**src/rtl/vga_pkg.sv**
```systemverilog
// Timing constants and state encoding shared by the VGA sync-recovery receiver.
// Defaults describe the 1024x768@60 stream from the pixel-clock timing generator.
package vga_pkg;
  localparam int H_ACTIVE   = 1024;
  localparam int H_FP       = 24;
  localparam int H_SYNC     = 136;
  localparam int H_BP       = 160;
  localparam int V_ACTIVE   = 768;
  localparam int V_FP       = 3;
  localparam int V_SYNC     = 6;
  localparam int V_BP       = 29;
  localparam int H_TOTAL    = H_ACTIVE + H_FP + H_SYNC + H_BP;
  localparam int V_TOTAL    = V_ACTIVE + V_FP + V_SYNC + V_BP;
  localparam int LOCK_LINES = 4;

  localparam int HCNT_W = 11;
  localparam int VCNT_W = 10;
  localparam int PER_W  = 11;
  localparam logic [PER_W-1:0] PER_MAX = '1;

  typedef logic [1:0] state_t;
  localparam state_t ST_SEARCH = 2'd0;
  localparam state_t ST_H_LOCK = 2'd1;
  localparam state_t ST_LOCKED = 2'd2;
endpackage

```
**src/rtl/vga_timing_recover_if.sv**
```systemverilog
// Pin-level sync inputs and recovered timing outputs of the VGA receiver.
// master drives the sync pins; slave is the receiver.
interface vga_timing_recover_if;
  import vga_pkg::*;

  logic              hs_n_in;
  logic              vs_n_in;
  logic [HCNT_W-1:0] hcount_out;
  logic [VCNT_W-1:0] vcount_out;
  logic              blank_out;
  logic              locked_out;
  logic [PER_W-1:0]  line_len_out;
  logic              err_out;

  modport master (
    output hs_n_in, vs_n_in,
    input  hcount_out, vcount_out, blank_out, locked_out, line_len_out, err_out
  );
  modport slave (
    input  hs_n_in, vs_n_in,
    output hcount_out, vcount_out, blank_out, locked_out, line_len_out, err_out
  );
endinterface

```
**src/rtl/sync_edge_detect.sv**
```systemverilog
// Falling-edge detector for an active-low sync pin; VGA_RX_SYNC_EN adds a
// two-flop synchronizer ahead of the edge register (latency 3 instead of 1).
module sync_edge_detect (
  input  logic clk,
  input  logic rst_n,
  input  logic sync_n,
  output logic fall
);
  logic cur, prev;

`ifdef VGA_RX_SYNC_EN
  logic [1:0] meta;
  always_ff @(posedge clk) begin
    if (!rst_n) meta <= 2'b11;
    else        meta <= {meta[0], sync_n};
  end
  assign cur = meta[1];
`else
  assign cur = sync_n;
`endif

  // Preset high so an idle (high) pin never looks like an edge after reset.
  always_ff @(posedge clk) begin
    if (!rst_n) prev <= 1'b1;
    else        prev <= cur;
  end

  assign fall = prev & ~cur;
endmodule

```
**src/rtl/vga_timing_recover.sv**
```systemverilog
// Rebuilds generator hcount/vcount/blank from pin-level hsync/vsync and
// tracks lock through hsync-period and frame-length checks.
module vga_timing_recover
  import vga_pkg::*;
#(
  parameter int H_ACT    = H_ACTIVE,
  parameter int H_FRONT  = H_FP,
  parameter int H_SYNC_W = H_SYNC,
  parameter int H_BACK   = H_BP,
  parameter int V_ACT    = V_ACTIVE,
  parameter int V_FRONT  = V_FP,
  parameter int V_SYNC_W = V_SYNC,
  parameter int V_BACK   = V_BP,
  parameter int LOCK_N   = LOCK_LINES
) (
  input  logic                 clk,
  input  logic                 rst_n,
  vga_timing_recover_if.slave  bus
);
  localparam int HT = H_ACT + H_FRONT + H_SYNC_W + H_BACK;
  localparam int VT = V_ACT + V_FRONT + V_SYNC_W + V_BACK;
  localparam int GW = $clog2(LOCK_N + 1);
  localparam logic [HCNT_W-1:0] H_LAST     = HCNT_W'(HT - 1);
  localparam logic [HCNT_W-1:0] H_SYNC_POS = HCNT_W'(H_ACT + H_FRONT);
  localparam logic [HCNT_W-1:0] H_VIS      = HCNT_W'(H_ACT);
  localparam logic [VCNT_W-1:0] V_LAST     = VCNT_W'(VT - 1);
  localparam logic [VCNT_W-1:0] V_SYNC_POS = VCNT_W'(V_ACT + V_FRONT);
  localparam logic [VCNT_W-1:0] V_VIS      = VCNT_W'(V_ACT);
  localparam logic [VCNT_W-1:0] V_PER      = VCNT_W'(VT);
  localparam logic [PER_W-1:0]  H_PER      = PER_W'(HT);
  localparam logic [PER_W-1:0]  PER_PRE    = PER_MAX - 1'b1;

  logic              hs_fall, vs_fall, h_wrap, h_bad, v_bad, v_armed, err;
  logic [HCNT_W-1:0] hcount;
  logic [VCNT_W-1:0] vcount, lines, v_len;
  logic [PER_W-1:0]  period, line_len;
  logic [GW-1:0]     good;
  state_t            state;

  sync_edge_detect u_hs (.clk(clk), .rst_n(rst_n), .sync_n(bus.hs_n_in), .fall(hs_fall));
  sync_edge_detect u_vs (.clk(clk), .rst_n(rst_n), .sync_n(bus.vs_n_in), .fall(vs_fall));

  assign h_wrap = ~hs_fall & (hcount == H_LAST);
  // A wrap coinciding with vsync closes the frame being measured.
  assign v_len  = lines + VCNT_W'(h_wrap);
  // Missing hsync is reported once, on the cycle the period counter saturates.
  assign h_bad  = hs_fall ? (period != H_PER) : (period == PER_PRE);
  assign v_bad  = vs_fall ? (v_len != V_PER) : (h_wrap & (lines == V_LAST));

  always_ff @(posedge clk) begin
    if (!rst_n) begin
      hcount   <= '0;
      vcount   <= '0;
      lines    <= '0;
      period   <= '0;
      line_len <= '0;
    end else begin
      if (hs_fall)     hcount <= H_SYNC_POS;
      else if (h_wrap) hcount <= '0;
      else             hcount <= hcount + 1'b1;

      if (vs_fall)     vcount <= V_SYNC_POS;
      else if (h_wrap) vcount <= (vcount == V_LAST) ? '0 : vcount + 1'b1;

      if (vs_fall)     lines <= '0;
      else if (h_wrap) lines <= lines + 1'b1;

      if (hs_fall) begin
        line_len <= period;
        period   <= PER_W'(1);
      end else if (period != PER_MAX) begin
        period   <= period + 1'b1;
      end
    end
  end

  always_ff @(posedge clk) begin
    if (!rst_n) begin
      state   <= ST_SEARCH;
      good    <= '0;
      v_armed <= 1'b0;
      err     <= 1'b0;
    end else begin
      err <= 1'b0;
      case (state)
        ST_SEARCH: begin
          v_armed <= 1'b0;
          if (hs_fall) begin
            if (period != H_PER)              good <= '0;
            else if (good == GW'(LOCK_N - 1)) begin
              good  <= '0;
              state <= ST_H_LOCK;
            end else                          good <= good + 1'b1;
          end
        end
        ST_H_LOCK: begin
          if (h_bad) begin
            err     <= 1'b1;
            v_armed <= 1'b0;
            state   <= ST_SEARCH;
          end else if (vs_fall) begin
            // A wrong frame length here just restarts the measurement.
            if (v_armed && v_len == V_PER) state <= ST_LOCKED;
            v_armed <= 1'b1;
          end
        end
        ST_LOCKED: begin
          if (h_bad | v_bad) begin
            err     <= 1'b1;
            v_armed <= 1'b0;
            state   <= ST_SEARCH;
          end
        end
        default: state <= ST_SEARCH;
      endcase
    end
  end

  assign bus.hcount_out   = hcount;
  assign bus.vcount_out   = vcount;
  assign bus.locked_out   = (state == ST_LOCKED);
  assign bus.blank_out    = (state != ST_LOCKED) | (hcount >= H_VIS) | (vcount >= V_VIS);
  assign bus.line_len_out = line_len;
  assign bus.err_out      = err;
endmodule

```
**src/flat_wrapper.sv**
```systemverilog
// flat-port wrapper written by rule: the top's interface ports become plain ports
module vga_timing_recover_flat import vga_pkg::*;
#(
  parameter int H_ACT    = H_ACTIVE,
  parameter int H_FRONT  = H_FP,
  parameter int H_SYNC_W = H_SYNC,
  parameter int H_BACK   = H_BP,
  parameter int V_ACT    = V_ACTIVE,
  parameter int V_FRONT  = V_FP,
  parameter int V_SYNC_W = V_SYNC,
  parameter int V_BACK   = V_BP,
  parameter int LOCK_N   = LOCK_LINES
)
  (clk, rst_n, bus_hs_n_in, bus_vs_n_in, bus_hcount_out, bus_vcount_out, bus_blank_out, bus_locked_out, bus_line_len_out, bus_err_out);
  vga_timing_recover_if bus_i ();
  input  logic clk;
  input  logic rst_n;
  input wire logic [$bits(bus_i.hs_n_in)-1:0] bus_hs_n_in;
  input wire logic [$bits(bus_i.vs_n_in)-1:0] bus_vs_n_in;
  output wire logic [$bits(bus_i.hcount_out)-1:0] bus_hcount_out;
  output wire logic [$bits(bus_i.vcount_out)-1:0] bus_vcount_out;
  output wire logic [$bits(bus_i.blank_out)-1:0] bus_blank_out;
  output wire logic [$bits(bus_i.locked_out)-1:0] bus_locked_out;
  output wire logic [$bits(bus_i.line_len_out)-1:0] bus_line_len_out;
  output wire logic [$bits(bus_i.err_out)-1:0] bus_err_out;
  assign bus_i.hs_n_in = bus_hs_n_in;
  assign bus_i.vs_n_in = bus_vs_n_in;
  assign bus_hcount_out = bus_i.hcount_out;
  assign bus_vcount_out = bus_i.vcount_out;
  assign bus_blank_out = bus_i.blank_out;
  assign bus_locked_out = bus_i.locked_out;
  assign bus_line_len_out = bus_i.line_len_out;
  assign bus_err_out = bus_i.err_out;
  vga_timing_recover #(.H_ACT(H_ACT), .H_FRONT(H_FRONT), .H_SYNC_W(H_SYNC_W), .H_BACK(H_BACK), .V_ACT(V_ACT), .V_FRONT(V_FRONT), .V_SYNC_W(V_SYNC_W), .V_BACK(V_BACK), .LOCK_N(LOCK_N)) u_core (.clk(clk), .rst_n(rst_n), .bus(bus_i));
endmodule
```
**config.mk**
```make
export PLATFORM = sky130hd
export DESIGN_NAME = vga_timing_recover_flat
export DESIGN_NICKNAME = d
export VERILOG_FILES = /design/src/rtl/vga_pkg.sv /design/src/rtl/vga_timing_recover_if.sv /design/src/rtl/sync_edge_detect.sv /design/src/rtl/vga_timing_recover.sv /design/src/flat_wrapper.sv
export SDC_FILE = /design/constraint.sdc
export NUM_CORES = 1
export LEC_CHECK = 0
export ABC_AREA = 1
export CORE_MARGIN = 4
export CORE_UTILIZATION = 30
export DETAILED_ROUTE_END_ITERATION = 10
export PLACE_DENSITY = 0.48
export SLEW_MARGIN = 40
export SYNTH_ARGS = -nofsm -noshare
export SYNTH_HDL_FRONTEND = slang
export SYNTH_SLANG_ARGS = --single-unit
```
**constraint.sdc**
```tcl
create_clock -name clk -period 2.29 [get_ports clk]
set_clock_uncertainty 0.05 [all_clocks]
set_input_delay 0.229 -clock clk [delete_from_list [all_inputs] [get_ports clk]]
set_output_delay 0.229 -clock clk [all_outputs]
set_load 0.1 [all_outputs]
```
# After elaboration in Yosys (flattened, before gate mapping)
# Cells that the tools add are included.
[classes]
mux = 26
n_reduce_logical = 11
bitwise = 11
add_sub_neg = 6
magnitude_cmp = 2
n_eq_ne = 18
[op_table]
columns = ["cell", "n"]
rows = [
  ["10-bit equality test (second input constant)", 3],
  ["10-bit two-way mux", 3],
  ["11-bit by 1-bit adder with 11-bit output (second input constant)", 2],
  ["11-bit equality test (second input constant)", 2],
  ["11-bit two-way mux", 2],
  ["11-bit inequality test (second input constant)", 2],
  ["10-bit by 1-bit adder with 10-bit output (second input constant)", 2],
  ["2-bit two-way mux", 7],
  ["11-bit >= comparator (second input constant)", 1],
  ["10-bit by 1-bit adder with 10-bit output", 1],
  ["10-bit >= comparator (second input constant)", 1],
  ["10-bit inequality test (second input constant)", 1],
  ["1-bit two-way mux", 9],
  ["3-bit two-way mux", 2],
  ["2-bit by 1-bit inequality test with 1-bit output (second input constant)", 3],
  ["3-bit by 1-bit inequality test with 1-bit output (second input constant)", 2],
  ["2-bit one-hot mux with 3 select lines", 1],
  ["6-bit AND reduction", 1],
  ["1-bit AND", 4],
  ["2-bit inequality test (second input constant)", 2],
  ["1-bit inverter", 4],
  ["2-bit nonzero test", 2],
  ["2-bit OR reduction", 2],
  ["3-bit by 1-bit adder with 3-bit output (second input constant)", 1],
  ["12 further kinds", 14],
]
[word_totals]
word_cells = 88
regBits = 62
input_bits = 4

# Longest topological paths before layout
[logic_depth]
depth_word = 11
depth_mapped = 18

# Hierarchy
# Synthesis repeated with hierarchy kept, for this count alone.
[hier_totals]
cells_unflattened = 448
hier_area_um2 = 3206.8
[modules_own_cells]
columns = ["module", "cells_per_inst", "seq_area_each_um2", "n_inst", "area_per_inst_um2"]
rows = [
  ["vga_timing_recover", 438, 1201.2, 1, 3136.8],
  ["sync_edge_detect", 5, 20.0, 2, 35.0],
]

# Worst setup path before layout
# OpenSTA, ideal clock, no wires.
[synth_path]
path_kind = "reg-to-reg"
from = "register u_core.hcount[0], in the netlist u_core.bus.hcount_out[0]"
to = "register u_core.state[0]"
path_slack_ps = -1016
stages_incl_launch_ff = 17
arrival_ps = 3140
synth_period_minus_slack_ps = 3306
cell_sequence = "dfxtp_1 -> ha_1 -> nand2_2 -> nor2_4 -> nand3_4 -> nor3_4 -> ha_1 -> ha_1 -> inv_1 -> nor2_1 -> nand3_1 -> nor2_1 -> nand2_1 -> nand2_1 -> nand4_2 -> a21oi_1 -> nor2_1"
[synth_via]
elab_chain_cells = 8
elab_cells_between_ends = 12
[synth_lines]
columns = ["element", "line", "source"]
rows = [
  ["from (decl)", "vga_timing_recover.sv:34", "logic [HCNT_W-1:0] hcount;"],
  ["from (signal assigned)", "vga_timing_recover.sv:60", "else hcount <= hcount + 1'b1;"],
  ["11-bit equality test (*)", "vga_timing_recover.sv:43", "assign h_wrap = ~hs_fall & (hcount == H_LAST);"],
  ["1-bit AND (*)", "vga_timing_recover.sv:43", ""],
  ["net u_core.h_wrap", "vga_timing_recover.sv:33", "logic hs_fall, vs_fall, h_wrap, h_bad, v_bad, v_armed, err;"],
  ["10-bit by 1-bit adder with 10-bit output", "vga_timing_recover.sv:45", "assign v_len = lines + VCNT_W'(h_wrap);"],
  ["10-bit inequality test", "vga_timing_recover.sv:48", "assign v_bad = vs_fall ? (v_len != V_PER) : (h_wrap & (lines == V_LAST));"],
  ["1-bit two-way mux", "vga_timing_recover.sv:48", ""],
  ["1-bit OR", "vga_timing_recover.sv:108", "if (h_bad | v_bad) begin"],
  ["2-bit by 1-bit inequality test with 1-bit output (no source line)", "--", ""],
  ["6-bit AND reduction (no source line) (*)", "--", ""],
  ["to (signal assigned)", "vga_timing_recover.sv:103", "if (v_armed && v_len == V_PER) state <= ST_LOCKED;"],
  ["to (signal assigned)", "vga_timing_recover.sv:111", "state <= ST_SEARCH;"],
  ["to (signal assigned)", "vga_timing_recover.sv:114", "default: state <= ST_SEARCH;"],
  ["to (decl)", "vga_timing_recover.sv:38", "state_t state;"],
]
# Mark *: on every way through the listed nets, which the timed path passes. The rest lies on a longest branch.
# A chain may end at the register's enable or synchronous reset.

# Final worst setup path
[layout_path]
from = "register u_core.hcount[1], in the netlist u_core.bus.hcount_out[1]"
to = "register u_core.err, in the netlist u_core.bus.err_out"
[layout_via]
elab_chain_cells = 8
elab_cells_between_ends = 9
[layout_lines]
columns = ["element", "line", "source"]
rows = [
  ["11-bit equality test (*)", "vga_timing_recover.sv:43", ""],
  ["1-bit AND (*)", "vga_timing_recover.sv:43", ""],
  ["net u_core.h_wrap", "vga_timing_recover.sv:33", ""],
  ["10-bit by 1-bit adder with 10-bit output", "vga_timing_recover.sv:45", ""],
  ["10-bit inequality test", "vga_timing_recover.sv:48", ""],
  ["1-bit two-way mux (*)", "vga_timing_recover.sv:48", ""],
  ["1-bit OR (*)", "vga_timing_recover.sv:108", ""],
  ["1-bit two-way mux (*)", "vga_timing_recover.sv:108", ""],
  ["1-bit one-hot mux with 2 select lines (*)", "vga_timing_recover.sv:85", "case (state)"],
  ["to (signal assigned)", "vga_timing_recover.sv:82", "err <= 1'b0;"],
  ["to (signal assigned)", "vga_timing_recover.sv:84", "err <= 1'b0;"],
  ["to (signal assigned)", "vga_timing_recover.sv:109", "err <= 1'b1;"],
  ["to (decl)", "vga_timing_recover.sv:33", ""],
]
# Marked as above.

==> flow_metrics.env <==
export IMPL_setup_violations=0
export IMPL_timing_critical_path_required_ns=2.48
export IMPL_area_growth_pct=26.0
export IMPL_critPathKind="register to register"
export IMPL_path_buf_inv=1
export IMPL_wl_mm=7.67
export IMPL_async_flop_share_pct=0
export IMPL_placed_area_um2=3780
export IMPL_rr_startpoint="u_core.bus.hcount_out[1]"
export IMPL_drt_first_pass_iters=4
export IMPL_syn_inst=446
export IMPL_hold_viol=0
export IMPL_setup_slack_ns=0.0348
export IMPL_post_route_period_util_pct=98.5
export IMPL_cts_root_buffer="clkbuf_8"
export IMPL_cp_arrival_ns=2.44
export IMPL_hold_path_class="register to register"
export IMPL_slowest_stage="dfxtp_4"
export IMPL_htreeDepth=3
export IMPL_slew_viol_final=0
export IMPL_critPathLaunch="u_core.bus.hcount_out[1]"
export IMPL_diodes=0
export IMPL_reg2reg_slack_ns=0.03
export IMPL_status="finished clean"
export IMPL_coreArea_um2=10300
export IMPL_grt_pass1_wl_mm=13.0
export IMPL_rr_endpoint="u_core.bus.err_out"
export IMPL_grt_pass1_vias=2796
export IMPL_ys_types=35
export IMPL_die_h_um=111
export IMPL_power_density_nw_per_um2=728
export IMPL_cpMostUsedCell="nand2_1"
export IMPL_setup_worst_path_end="u_core.bus.err_out"
export IMPL_gp_congestion=0.823
export IMPL_design_area_um2=4020
export IMPL_cp_cell_sequence="ha_4, nand2_4, nor2_4, nand3_4, nor3_4, ha_2, ha_2, nand2_1, nand2_1, nand3_1, nor2_2, nand2_1, nand2_2, buf_4, nand3_2, a21oi_2, nor2_1"
export IMPL_io_buffers=38
export IMPL_synth_ff_type="dfxtp_1"
export IMPL_drtIter0Drc=100
export IMPL_cts_clk_slew_worst_paths_ns=0.07
export IMPL_dp_hpwl_mm=5.84
export IMPL_nets=524
export IMPL_via_count=2944
export IMPL_worst_pin_slew_ns=0.600
export IMPL_ys_seq_area_share_pct=39.0
export IMPL_synth_edf_count=0
export IMPL_initial_core_util_pct=30.9
export IMPL_antenna_found_initial=0
export IMPL_dp_slack_ns=-0.145
export IMPL_track_usage_pct=12.8
export IMPL_utilization_pct=38.9
export IMPL_clockBufferDepth=2
export IMPL_rsz0062_at_grt="yes"
export IMPL_insertion_delay_ns=0.34
export IMPL_fillers=1107
export IMPL_post_route_drc_count=0
export IMPL_num_io_pins=39
export IMPL_die_x_um=111
export IMPL_avgSynthCellArea_um2=7.14
export IMPL_postCtsHoldBufs=0
export IMPL_drive_gt1_share_pct=21.9
export IMPL_start_kind="register"
export IMPL_wl_per_cell_um=11.8
export IMPL_maxCapViolations=0
export IMPL_overflow=0
export IMPL_syn_cell_area_um2=3190
export IMPL_synthTopCellsByArea="dfxtp_1 39%, nand2_1 9.8%, inv_1 8.0%"
export IMPL_crit_fanout=3
export IMPL_synth_seq_cells=62
export IMPL_period_minus_slack_ns=2.26
export IMPL_numCtsBuffers=9
export IMPL_worstSetupPathDepth=17
export IMPL_cp_end_kind="register"
export IMPL_peakVddDrop_mv=0.277
export IMPL_leakage_nw=1.67
export IMPL_tritoncts="done"
export IMPL_yosys_area_top_type="dfxtp_1"
export IMPL_die_area_um2=12300
export IMPL_grt_max_degree=27
export IMPL_synth_warnings=0
export IMPL_fp_row_count=37
export IMPL_power_total_mw=2.92
export IMPL_max_slew_margin_pct=59.9
export IMPL_syn_nets=464
export IMPL_ant_nets=0
export IMPL_via_per_inst=4.55
export IMPL_rr_worst_depth=17
export IMPL_cts_num_sinks=62
export IMPL_synth_top_area_share_pct=39.0
export IMPL_cpPeakStageDelay_ns=0.36
export IMPL_clock_fmax_ghz=0.443
export IMPL_crit_family="simple AND/OR/NAND/NOR gates"
metal layers:
layer,GRT usage (%),vias to the layer above,part of all wire (%)
met5,0,-,0
met2,22.6,29,50
met3,2.95,12,2.8
met4,4.38,0,1.4
li1,-,1555,-
met1,15.2,1348,46
Yosys cell counts, types with 2 or more instances:
master	n
clkbuf_1	4
xnor2_1	2
ha_1	14
and3_1	2
and2_1	2
nor2_4	5
inv_1	68
nand3_1	28
nor2_2	2
nor2_1	42
nand2_2	3
nor4_1	2
o21ai_0	27
nor3_1	8
nand2_1	83
a21oi_1	49
inv_2	4
o21a_1	2
or2_2	3
dfxtp_1	62
nand4_1	7
o21ai_1	5
xor2_1	10
worst min path at each step:
| stage | from | to | slack (ns) | cells after the start |
|---|---|---|---|---|
| after floorplan | bus_hs_n_in | u_core.u_hs.prev | 0.29 | 1 |
| after CTS | u_core.good[2] | u_core.good[2] | 0.39 | 2 |
| final | u_core.good[2] | u_core.good[2] | 0.39 | 2 |
| after global routing | u_core.good[2] | u_core.good[2] | 0.43 | 2 |
| after global placement | u_core.good[2] | u_core.good[2] | 0.37 | 2 |
| after detailed placement | u_core.good[2] | u_core.good[2] | 0.38 | 2 |
state kept, by name, summed over array words and instances (netlist names):
name,count
u_core.u_hs.prev,1
u_core.bus.err_out,1
u_core.v_armed,1
u_core.bus.hcount_out,11
u_core.u_vs.prev,1
u_core.lines,10
u_core.period,11
u_core.bus.line_len_out,11
u_core.good,3
u_core.bus.vcount_out,10
u_core.state,2
layout by cell type, fill, tap and decap left out, types with 3 or more instances in the layout:
cell type and count:
dfxtp_4 5, nor3_1 8, inv_1 67, nand3_1 27, nand2_1 82, clkbuf_8 10, dfxtp_2 7, xor2_1 10
clkdlybuf4s50_1 3, inv_2 5, a21oi_2 3, buf_4 52, nor2_4 5, nand4_1 7, nand2_2 3, dfxtp_1 50
a21oi_1 46, nor2_1 41, ha_1 11, nor2_2 3, clkinv_2 3, or2_2 3, o21ai_1 5, o21ai_0 27
cell families after synthesis:
| logic type | share of synthesized area (%) |
|---|---|
| simple gates | 29.1 |
| flops | 39.0 |
| fa+ha+maj | 5.50 |
| buf+inv | 9.54 |
| compound gates | 13.6 |
| xor+xnor | 3.30 |
report_power, final:
| part | switching [mW] | internal, mW |
|---|---|---|
| registers | 0.0469 | 1.13 |
| logic | 0.580 | 0.227 |
| clock network | 0.451 | 0.485 |
worst min-delay path, stage by stage, from the launching register on:
cell	delay, ns
dfxtp_1	0.32
nand2_1	0.06
nor2_1	0.03
layout make-up:
class / count / area, um^2 / share of cell area (%)
Clock buffer: 11 / 163 / 4.05
Clock inverter: 5 / 30.0 / 0.748
Inverter: 72 / 270 / 6.73
Multi-Input combinational cell: 306 / 1690 / 42.2
Sequential cell: 62 / 1270 / 31.6
Tap cell: 136 / 170 / 4.24
Timing Repair Buffer: 55 / 420 / 10.5
metrics by stage:
step / hold WS [ns] / TNS (ns) / instances
final: 0.394 / 0 / 647
after detailed placement: 0.379 / -0.413 / 629
after CTS: 0.394 / 0 / 645
after global placement: 0.374 / -0.255 / 629
after floorplan: 0.286 / -1.77 / 446
after global routing: 0.428 / -0.653 / 647
timing repair:
item / 4_1_cts / 5_1_grt
pin swaps: 1 / 1
resized for setup: 5 / 3
setup buffers: 0 / 2
setup endpoints to repair: 3 / 4
cloned: 0 / 0
Note: power is estimated with default switching activity, not from simulation.
